## src/rtl/mc_controller_if.sv

```systemverilog
// Control bundle between the multicycle MIPS datapath and mc_controller.
// The master modport is the controller side; slave is the datapath side.
interface mc_controller_if;
  logic [5:0] op;
  logic [5:0] funct;
  logic [4:0] rt;
  logic       mem_ready;
  logic       zero;
  logic       rs_neg;

  logic       pc_write;
  logic       ir_write;
  logic       mem_read;
  logic       mem_write;
  logic       iord;
  logic       reg_write;
  logic [1:0] reg_dst;
  logic [1:0] mem_to_reg;
  logic [1:0] alu_src_b;
  logic [1:0] pc_source;
  logic       alu_src_a;
  logic [2:0] alu_op;
  logic [2:0] state;
  logic       illegal;

  modport master (
    input  op, funct, rt, mem_ready, zero, rs_neg,
    output pc_write, ir_write, mem_read, mem_write, iord, reg_write,
           reg_dst, mem_to_reg, alu_src_b, pc_source, alu_src_a, alu_op,
           state, illegal
  );

  modport slave (
    output op, funct, rt, mem_ready, zero, rs_neg,
    input  pc_write, ir_write, mem_read, mem_write, iord, reg_write,
           reg_dst, mem_to_reg, alu_src_b, pc_source, alu_src_a, alu_op,
           state, illegal
  );
endinterface

```

## src/rtl/mc_controller.sv

```systemverilog
// Multicycle MIPS-subset control FSM: fetch, decode, execute, memory, writeback.
// Define MC_CONTROLLER_BGEZ_EN to decode bgez/bgezal; otherwise op 0x01 is illegal.
module mc_controller (
  input  logic            clk,
  input  logic            reset,
  mc_controller_if.master bus
);

  typedef enum logic [2:0] {
    S_IF  = 3'd0,
    S_DCD = 3'd1,
    S_EXE = 3'd2,
    S_MEM = 3'd3,
    S_WB  = 3'd4
  } state_t;

  typedef enum logic [3:0] {
    I_ADDU, I_SUBU, I_SRLV, I_JR, I_ORI, I_LUI, I_LW, I_SW,
    I_BEQ, I_JAL, I_BGEZ, I_BGEZAL, I_ILL
  } instr_t;

  state_t     state_q, state_d;
  instr_t     instr;
  logic       is_rtype_alu;

  logic       pc_write, ir_write, mem_read, mem_write, iord, reg_write;
  logic [1:0] reg_dst, mem_to_reg, alu_src_b, pc_source;
  logic       alu_src_a, illegal;
  logic [2:0] alu_op;

  always_comb begin
    instr = I_ILL;
    case (bus.op)
      6'h00: begin
        case (bus.funct)
          6'h21:   instr = I_ADDU;
          6'h23:   instr = I_SUBU;
          6'h06:   instr = I_SRLV;
          6'h08:   instr = I_JR;
          default: instr = I_ILL;
        endcase
      end
      6'h0D: instr = I_ORI;
      6'h0F: instr = I_LUI;
      6'h23: instr = I_LW;
      6'h2B: instr = I_SW;
      6'h04: instr = I_BEQ;
      6'h03: instr = I_JAL;
`ifdef MC_CONTROLLER_BGEZ_EN
      6'h01: begin
        if (bus.rt == 5'b00001)      instr = I_BGEZ;
        else if (bus.rt == 5'b10001) instr = I_BGEZAL;
      end
`endif
      default: instr = I_ILL;
    endcase
  end

  assign is_rtype_alu = (instr == I_ADDU) || (instr == I_SUBU) || (instr == I_SRLV);

`ifndef MC_CONTROLLER_BGEZ_EN
  logic [5:0] unused_bgez_inputs;
  assign unused_bgez_inputs = {bus.rt, bus.rs_neg};
`endif

  // Codes 5-7 fall into the default arm: all outputs idle, back to fetch.
  always_comb begin
    state_d    = state_q;
    pc_write   = 1'b0;
    ir_write   = 1'b0;
    mem_read   = 1'b0;
    mem_write  = 1'b0;
    iord       = 1'b0;
    reg_write  = 1'b0;
    reg_dst    = 2'b00;
    mem_to_reg = 2'b00;
    alu_src_b  = 2'b00;
    pc_source  = 2'b00;
    alu_src_a  = 1'b0;
    alu_op     = 3'b000;
    illegal    = 1'b0;

    case (state_q)
      S_IF: begin
        mem_read  = 1'b1;
        alu_src_b = 2'b01;
        ir_write  = bus.mem_ready;
        pc_write  = bus.mem_ready;
        if (bus.mem_ready) state_d = S_DCD;
      end

      S_DCD: begin
        alu_src_b = 2'b11;
        state_d   = S_EXE;
        case (instr)
          I_JAL: begin
            pc_write   = 1'b1;
            pc_source  = 2'b10;
            reg_write  = 1'b1;
            reg_dst    = 2'b10;
            mem_to_reg = 2'b10;
            state_d    = S_IF;
          end
          I_JR: begin
            pc_write  = 1'b1;
            pc_source = 2'b11;
            state_d   = S_IF;
          end
          I_ILL: begin
            illegal = 1'b1;
            state_d = S_IF;
          end
          default: ;
        endcase
      end

      S_EXE: begin
        alu_src_a = 1'b1;
        state_d   = S_WB;
        case (instr)
          I_SUBU: alu_op = 3'b001;
          I_SRLV: alu_op = 3'b100;
          I_ORI: begin
            alu_src_b = 2'b10;
            alu_op    = 3'b011;
          end
          I_LW, I_SW: begin
            alu_src_b = 2'b10;
            state_d   = S_MEM;
          end
          I_BEQ: begin
            alu_op    = 3'b001;
            pc_source = 2'b01;
            pc_write  = bus.zero;
            state_d   = S_IF;
          end
`ifdef MC_CONTROLLER_BGEZ_EN
          I_BGEZ: begin
            pc_source = 2'b01;
            pc_write  = !bus.rs_neg;
            state_d   = S_IF;
          end
          // Link is written unconditionally so it captures PC+4 before any redirect.
          I_BGEZAL: begin
            pc_source  = 2'b01;
            pc_write   = !bus.rs_neg;
            reg_write  = 1'b1;
            reg_dst    = 2'b10;
            mem_to_reg = 2'b10;
            state_d    = S_IF;
          end
`endif
          I_JAL, I_JR, I_ILL: state_d = S_IF;
          default: ;
        endcase
      end

      S_MEM: begin
        iord      = 1'b1;
        mem_read  = (instr == I_LW);
        mem_write = (instr == I_SW);
        if (bus.mem_ready) state_d = (instr == I_LW) ? S_WB : S_IF;
      end

      S_WB: begin
        reg_write = 1'b1;
        state_d   = S_IF;
        if (is_rtype_alu)        reg_dst    = 2'b01;
        else if (instr == I_LUI) mem_to_reg = 2'b11;
        else if (instr == I_LW)  mem_to_reg = 2'b01;
      end

      default: state_d = S_IF;
    endcase

    // A reset cycle must never commit architectural state.
    if (!reset) begin
      pc_write  = 1'b0;
      ir_write  = 1'b0;
      mem_write = 1'b0;
      reg_write = 1'b0;
    end
  end

  always_ff @(posedge clk) begin
    if (!reset) state_q <= S_IF;
    else        state_q <= state_d;
  end

  assign bus.pc_write   = pc_write;
  assign bus.ir_write   = ir_write;
  assign bus.mem_read   = mem_read;
  assign bus.mem_write  = mem_write;
  assign bus.iord       = iord;
  assign bus.reg_write  = reg_write;
  assign bus.reg_dst    = reg_dst;
  assign bus.mem_to_reg = mem_to_reg;
  assign bus.alu_src_b  = alu_src_b;
  assign bus.pc_source  = pc_source;
  assign bus.alu_src_a  = alu_src_a;
  assign bus.alu_op     = alu_op;
  assign bus.state      = state_q;
  assign bus.illegal    = illegal;

endmodule
```

## src/flat_wrapper.sv

```systemverilog
// flat-port wrapper written by rule: the top's interface ports become plain ports
module mc_controller_flat 
  (clk, reset, bus_op, bus_funct, bus_rt, bus_mem_ready, bus_zero, bus_rs_neg, bus_pc_write, bus_ir_write, bus_mem_read, bus_mem_write, bus_iord, bus_reg_write, bus_reg_dst, bus_mem_to_reg, bus_alu_src_b, bus_pc_source, bus_alu_src_a, bus_alu_op, bus_state, bus_illegal);
  mc_controller_if bus_i ();
  input  logic clk;
  input  logic reset;
  input wire logic [$bits(bus_i.op)-1:0] bus_op;
  input wire logic [$bits(bus_i.funct)-1:0] bus_funct;
  input wire logic [$bits(bus_i.rt)-1:0] bus_rt;
  input wire logic [$bits(bus_i.mem_ready)-1:0] bus_mem_ready;
  input wire logic [$bits(bus_i.zero)-1:0] bus_zero;
  input wire logic [$bits(bus_i.rs_neg)-1:0] bus_rs_neg;
  output wire logic [$bits(bus_i.pc_write)-1:0] bus_pc_write;
  output wire logic [$bits(bus_i.ir_write)-1:0] bus_ir_write;
  output wire logic [$bits(bus_i.mem_read)-1:0] bus_mem_read;
  output wire logic [$bits(bus_i.mem_write)-1:0] bus_mem_write;
  output wire logic [$bits(bus_i.iord)-1:0] bus_iord;
  output wire logic [$bits(bus_i.reg_write)-1:0] bus_reg_write;
  output wire logic [$bits(bus_i.reg_dst)-1:0] bus_reg_dst;
  output wire logic [$bits(bus_i.mem_to_reg)-1:0] bus_mem_to_reg;
  output wire logic [$bits(bus_i.alu_src_b)-1:0] bus_alu_src_b;
  output wire logic [$bits(bus_i.pc_source)-1:0] bus_pc_source;
  output wire logic [$bits(bus_i.alu_src_a)-1:0] bus_alu_src_a;
  output wire logic [$bits(bus_i.alu_op)-1:0] bus_alu_op;
  output wire logic [$bits(bus_i.state)-1:0] bus_state;
  output wire logic [$bits(bus_i.illegal)-1:0] bus_illegal;
  assign bus_i.op = bus_op;
  assign bus_i.funct = bus_funct;
  assign bus_i.rt = bus_rt;
  assign bus_i.mem_ready = bus_mem_ready;
  assign bus_i.zero = bus_zero;
  assign bus_i.rs_neg = bus_rs_neg;
  assign bus_pc_write = bus_i.pc_write;
  assign bus_ir_write = bus_i.ir_write;
  assign bus_mem_read = bus_i.mem_read;
  assign bus_mem_write = bus_i.mem_write;
  assign bus_iord = bus_i.iord;
  assign bus_reg_write = bus_i.reg_write;
  assign bus_reg_dst = bus_i.reg_dst;
  assign bus_mem_to_reg = bus_i.mem_to_reg;
  assign bus_alu_src_b = bus_i.alu_src_b;
  assign bus_pc_source = bus_i.pc_source;
  assign bus_alu_src_a = bus_i.alu_src_a;
  assign bus_alu_op = bus_i.alu_op;
  assign bus_state = bus_i.state;
  assign bus_illegal = bus_i.illegal;
  mc_controller u_core (.clk(clk), .reset(reset), .bus(bus_i));
endmodule
```

## config.mk

```make
export PLATFORM = sky130hd
export DESIGN_NAME = mc_controller_flat
export DESIGN_NICKNAME = d
export VERILOG_FILES = /design/src/rtl/mc_controller_if.sv /design/src/rtl/mc_controller.sv /design/src/flat_wrapper.sv
export SDC_FILE = /design/constraint.sdc
export NUM_CORES = 1
export LEC_CHECK = 0
export CAP_MARGIN = 20
export CELL_PAD_IN_SITES_DETAIL_PLACEMENT = 1
export CELL_PAD_IN_SITES_GLOBAL_PLACEMENT = 1
export CORE_UTILIZATION = 40
export DETAILED_ROUTE_END_ITERATION = 8
export DONT_BUFFER_PORTS = 1
export PLACE_DENSITY_LB_ADDON = 0.15
export SYNTH_ARGS = -nofsm -noshare
export SYNTH_HDL_FRONTEND = slang
export SYNTH_SLANG_ARGS = --single-unit
```

## constraint.sdc

```tcl
create_clock -name clk -period 1.8 [get_ports clk]
set_clock_uncertainty 0.1 [all_clocks]
set_input_delay 0.18 -clock clk [delete_from_list [all_inputs] [get_ports clk]]
set_output_delay 0.18 -clock clk [all_outputs]
set_load 0.005 [all_outputs]
```

==> impl_metrics.py, run 1 <==
metrics = {
    "run": {
        "drv_cap": 0,
    },
    "detailed_routing": {
        "final_antenna_net_count": 0,
        "routedWlPerCell_um": 17.05,
        "drt_pass1_iterations": 4,
        "viasPerCell": 6.164,
        "via_count": 863,
        "routed_wl_mm": 2.387,
        "drtIter0Drc": 20,
        "drcViolationCount": 0,
    },
    "sta": {
        "hold_viol": 1,
        "relSlewSlack_pct": 68.65,
        "rsz0062_at_grt": "no",
        "setup_violations": 0,
        "timing.fmax_mhz": 587.6,
        "fin_crit_sh_pct": 94.54,
        "worst_slack_ps": 98.27,
        "final.setup.tns_ps": 0,
        "worst_hold_slack_ps": -4.762,
        "worst_slew_pin_slew_ps": 467.1,
        "fin_crit_ps": 1702,
        "slew_violations": 0,
    },
    "outcome": {
        "violations": "negative hold slack",
        "status": "finished with violations",
    },
    "placement": {
        "dpl_cell_area_um2": 782.0,
        "dp_hpwl_mm": 1.836,
        "gp_congestion": 0.8313,
        "dp_slack_ps": 122.3,
        "numPortBuffers": 0,
    },
    "worst_setup_path": {
        "crit_cells": 4,
        "regToRegSetupSlack_ps": 400,
        "r2r_cells": 5,
        "cp.buffers_inverters": 0,
        "crit_chain": "nor2_1 > nand2_1 > or3_1 > o22ai_1",
        "critPathSlowestCell": "or3_1",
        "worstSetupPathType": "register to primary output",
        "startpoint_type": "register",
        "cp_top_family": "simple AND/OR/NAND/NOR gates",
        "cp-end-kind": "primary output",
        "cp_max_fo": 4,
        "max_stage_delay_ps": 350,
        "cp.arrival_ps": 1420,
        "critical_path_required_ps": 1520,
    },
    "synth": {
        "async_reset_ff_share_pct": 0,
        "synth_most_common_cell": "nor2_1",
        "syn_inst": 109,
        "syn_nets": 131,
        "syn-cell-area_um2": 739.5,
        "synth_edf_count": 0,
        "synth_top_cell_area_share_pct": 8.122,
        "ys_seq_elements": 3,
        "yosys-top-cells-area": "dfxtp_1, nor2_1, nand2_1",
        "synth.yosys.seq_area_share_pct": 8.122,
        "synth.distinct_cells": 49,
        "synthFlopType": "dfxtp_1",
        "avgSynthCellArea_um2": 6.784,
        "ys_warn_count": 0,
        "ys_top_cells_by_count": "nor2_1, nand2_1, a21oi_1",
        "yosysTopAreaCell": "dfxtp_1",
    },
    "min_path": {
        "holdPathStages": 2,
        "hp-class": "input pin to register",
    },
    "cells_and_area": {
        "largest_reg_flops": 3,
        "diodes": 0,
        "area_growth_pct": 13.54,
        "nets": 138,
        "drive_above_1_share_pct": 22.61,
        "fin_area_um2": 839.6,
    },
    "die": {
        "rows": 15,
        "die_y_um": 45.00,
        "ios": 44,
        "initial_core_util_pct": 42.83,
        "core_mm2": 0.001727,
        "die_x_um": 45.00,
        "dieArea_mm2": 0.002025,
    },
    "grt": {
        "grt_pass1_vias": 836,
        "grt_max_degree": 13,
        "antenna_found_initial": 0,
        "grt_pass1_wl_mm": 3.781,
        "gr-total-overflow": 0,
        "grt_use_total_pct": 25.52,
    },
    "power": {
        "power_density_mw_per_mm2": 336.9,
        "finalPower_uw": 282.9,
        "power_leakage_uw": 0.0003038,
        "peakVddDrop_v": 0.0001728,
    },
    "clocking": {
        "numClockSinks": 3,
        "h-tree-depth": 1,
        "cts.clk_slew.worst_paths_ps": 40,
        "numCtsBuffers": 3,
        "clk_root_buffer_cell": "clkbuf_4",
        "cts_tree": "built",
        "cts_max_path_buffers": 2,
        "clk_latency_ps": 240,
    },
}
area by class of cell:
cell class / count / area [µm²]
timing repair buffer: 6 / 47.55
multi-input combinational: 98 / 658.1
fill: 234 / 887.1
tap: 25 / 31.28
sequential: 3 / 61.31
clock buffer: 4 / 26.28
inverter: 4 / 15.01
logic make-up after synthesis:
| family | Yosys count | synth area share [%] |
|---|---|---|
| multiplexers | 1 | 2.030 |
| AND/OR/NAND/NOR | 67 | 55.50 |
| AO/OA/AOI/OAI | 29 | 27.58 |
| buffers and inverters | 8 | 5.582 |
| flip-flops | 3 | 8.122 |
| XOR/XNOR | 1 | 1.185 |
worst reg2reg max path, delay by kind of cell (launching register included):
kind / cells / cell delay [ps]
DFF: 1 / 340
buffers and inverters: 2 / 340
and+or+nand+nor: 2 / 300
AOI/OAI and AO/OA: 1 / 220
layer usage:
metal  part of all wire (%)  up-vias  wire length, µm  track usage, %
met5                      0        -                0               0
met4                   0.54        0               13           9.697
met3                    4.4        2              104           2.400
met2                     45       28             1072           37.97
met1                     50      411             1196           37.62
li1                       -      422                -               -
worst paths after layout:
check	startpoint	to
max reg2reg	u_core.bus.state[1]$_SDFFE_PN0P_	u_core.bus.state[1]$_SDFFE_PN0P_
min	reset	u_core.bus.state[2]$_SDFFE_PN0P_
min reg2reg	u_core.bus.state[0]$_SDFFE_PN0P_	u_core.bus.state[0]$_SDFFE_PN0P_
max	u_core.bus.state[1]$_SDFFE_PN0P_	bus_mem_to_reg[1]
placed cells by master (no fill, tap or decap), types with 2 or more instances in the layout:
master / n
nor2_1: 12
nor3_1: 2
and3_1: 2
nor4_2: 2
and4b_1: 2
nor2b_1: 3
buf_4: 5
o22ai_1: 3
a21oi_1: 6
nand3b_1: 4
dfxtp_1: 2
o21ai_0: 5
nand3_1: 4
inv_1: 3
nand2_1: 13
and2_1: 2
nand2b_1: 2
clkbuf_4: 3
and2b_1: 2
o21ai_1: 2
nor2_2: 4
where the power goes:
part,internal [µW],switching [µW]
clock network,83.9,47.8
logic,39.2,41.7
registers,68.3,2.07
total,191,91.5
per-stage QoR:
| step | utilization (%) | instances |
|---|---|---|
| finish | 48.62 | 140 |
| global route | 48.62 | 140 |
| CTS | 47.39 | 140 |
| detailed placement | 45.29 | 135 |
| global placement | 45.29 | 135 |
| floorplan | - | 109 |
what timing repair did:
action                                  CTS  global route
endpoints found under the setup margin    0             3
hold buffers                              1             0
setup buffers                             0             0
endpoints found under the hold margin     1             0
gates resized for setup                   0             7
(Power assumes the default switching activity.)
==> inputs of run 2 (changes only) <==
--- a/config.mk
+++ b/config.mk
@@ -8,9 +8,8 @@
 export CAP_MARGIN = 20
 export CELL_PAD_IN_SITES_DETAIL_PLACEMENT = 1
 export CELL_PAD_IN_SITES_GLOBAL_PLACEMENT = 1
-export CORE_UTILIZATION = 40
+export CORE_UTILIZATION = 24
 export DETAILED_ROUTE_END_ITERATION = 8
-export DONT_BUFFER_PORTS = 1
 export PLACE_DENSITY_LB_ADDON = 0.15
 export SYNTH_ARGS = -nofsm -noshare
 export SYNTH_HDL_FRONTEND = slang
==> impl_metrics.py, run 2 (synthesis results as in run 1) <==
metrics = {
    "worst_setup_path": {
        "r2r_cells": 7,
        "r2r_end": "u_core.bus.state[2]$_SDFFE_PN0P_",
        "r2r-start": "u_core.bus.state[1]$_SDFFE_PN0P_",
        "startpoint_type": "input pin",
        "worstSetupPathType": "input pin to primary output",
        "cp_max_fo": 7,
        "cp.arrival_ps": 1620,
        "critical_path_required_ps": 1520,
        "regToRegSetupSlack_ps": 350,
        "cp-end-kind": "primary output",
        "startpoint": "bus_op[5]",
    },
    "power": {
        "peakVddDrop_v": 0.0001322,
        "power_density_mw_per_mm2": 252.1,
        "power_leakage_uw": 0.0008520,
    },
    "die": {
        "initial_core_util_pct": 26.14,
        "rows": 19,
        "core_mm2": 0.002829,
        "dieArea_mm2": 0.003307,
        "die_x_um": 57.51,
        "ios": 44,
        "die_y_um": 57.51,
    },
    "sta": {
        "worst_hold_slack_ps": 413.6,
        "relSlewSlack_pct": 77.34,
        "fin_crit_ps": 1900,
        "rsz0062_at_grt": "yes",
        "worst_slack_ps": -100.4,
        "timing.fmax_mhz": 526.2,
        "setup_violations": 12,
        "fin_crit_sh_pct": 105.6,
        "hold_viol": 0,
        "slew_violations": 0,
        "worst_slew_pin_slew_ps": 335.5,
    },
    "grt": {
        "grt_pass1_wl_mm": 7.362,
        "busiest_layer": "met2",
        "grt_use_met2_pct": 53.82,
        "antenna_found_initial": 0,
        "grt_pass1_vias": 1421,
        "grt_use_total_pct": 29.36,
        "gr-total-overflow": 0,
        "use_met3_pct": 2.494,
        "global_route.usage.met1_pct": 35.80,
        "grt_max_degree": 8,
    },
    "min_path": {
        "hp-start": "bus_op[2]",
        "holdPathEnd": "u_core.bus.state[0]$_SDFFE_PN0P_",
        "hp-class": "input pin to register",
        "holdPathStages": 4,
    },
    "cells_and_area": {
        "fin_area_mm2": 0.001827,
        "fillers": 336,
        "final_util_pct": 64.57,
        "nets": 232,
        "final_cell_mix": "buf_4, buf_2, nand2_1",
        "layout_commonest_cell": "buf_4",
        "largest_reg_flops": 3,
        "final_cells": 240,
        "area_growth_pct": 147.0,
        "diodes": 0,
        "drive_above_1_share_pct": 63.16,
    },
    "clocking": {
        "cts_tree": "built",
        "numClockSinks": 3,
        "cts.clk_slew.worst_paths_ps": 40,
        "h-tree-depth": 1,
        "numCtsBuffers": 3,
        "clk_root_buffer_cell": "clkbuf_4",
        "clk_latency_ps": 250,
        "cts_max_path_buffers": 2,
    },
    "outcome": {
        "violations": "design-rule violations, negative setup slack",
        "status": "finished with violations",
    },
    "placement": {
        "gp_congestion": 0.8081,
        "dpl_cell_area_mm2": 0.001475,
        "numPortBuffers": 37,
        "dp_hpwl_mm": 2.807,
        "dp.cells": 220,
    },
    "detailed_routing": {
        "via_count": 1345,
        "drcViolationCount": 3,
        "drt_pass1_iterations": 6,
        "drtIter0Drc": 52,
        "final_antenna_net_count": 0,
        "routedWlPerCell_um": 21.91,
        "viasPerCell": 5.604,
        "routed_wl_mm": 5.259,
    },
    "run": {
        "drv_cap": 0,
    },
}
==> run 2: cell types whose count changed in the layout (fill, tap and decap cells not counted), moves of 3 or more <==
| cell | before | now |
|---|---|---|
| buf_4 | 5 | 60 |
| buf_2 | 0 | 11 |
| buf_6 | 0 | 8 |
| clkdlybuf4s50_1 | 0 | 7 |
| nor2_4 | 0 | 6 |
| nor2_1 | 12 | 7 |
| dlygate4sd2_1 | 0 | 4 |
| clkbuf_2 | 0 | 3 |
| nand2_1 | 13 | 10 |
| o21ai_0 | 5 | 2 |
==> run 2: how the worst max path moves through the flow <==
stage          cells past startpoint  slack, ps             end
6_report                           8       -100    bus_pc_write
5_1_grt                            7       -160    bus_mem_read
4_1_cts                            9      -0.02  bus_reg_dst[1]
3_5_place_dp                       7       -860  bus_reg_dst[0]
3_3_place_gp                       7       -830  bus_reg_dst[0]
2_1_floorplan                      6        230    bus_pc_write
==> run 2: where the power goes <==
group | total [µW] | internal [µW] | switching (µW)
clock network | 127 | 83.6 | 43.5
logic | 263 | 137 | 127
registers | 69.9 | 67.3 | 2.61
==> run 2: through the flow <==
step	setup WS [ps]	setup TNS [ps]	power, µW
3_3_place_gp	-833.6	-10700	264.8
6_report	-100.4	-433.0	460.4
2_1_floorplan	227.5	0	141.2
4_1_cts	-0.01965	-0.01965	420.2
3_5_place_dp	-860.3	-11630	272.4
5_1_grt	-161.0	-1040	473.5
==> run 2: what timing repair did <==
action	4_1_cts	5_1_grt
setup endpoints to repair	20	15
gates resized for setup	130	48
buffers inserted	14	3
pin swaps	31	22
hold buffers	0	0
endpoints found under the hold margin	0	0
cloned	0	0
==> run 2: per-layer routing <==
layer | part of all wire [%] | wire length, µm | vias to the layer above
met5 | 0 | 0 | -
met4 | 2.6 | 136 | 0
met3 | 3.2 | 168 | 16
met2 | 54 | 2822 | 55
met1 | 41 | 2133 | 667
li1 | - | - | 607
==> run 2: area by class of cell <==
type / instances / area [µm²] / area share (%)
Clock buffer: 4 / 26.28 / 1.438
Multi-Input combinational cell: 98 / 867.1 / 47.47
Tap cell: 31 / 38.79 / 2.123
Inverter: 4 / 15.01 / 0.8219
Sequential cell: 3 / 66.31 / 3.630
Timing Repair Buffer: 100 / 813.3 / 44.52
==> run 2: worst max-delay path, cell delays in order <==
cell and delay, ps:
buf_12 110, nor4_4 310, nand3b_1 190, buf_4 200
a211oi_4 250, o21ai_2 100, a21oi_1 160, buf_2 130
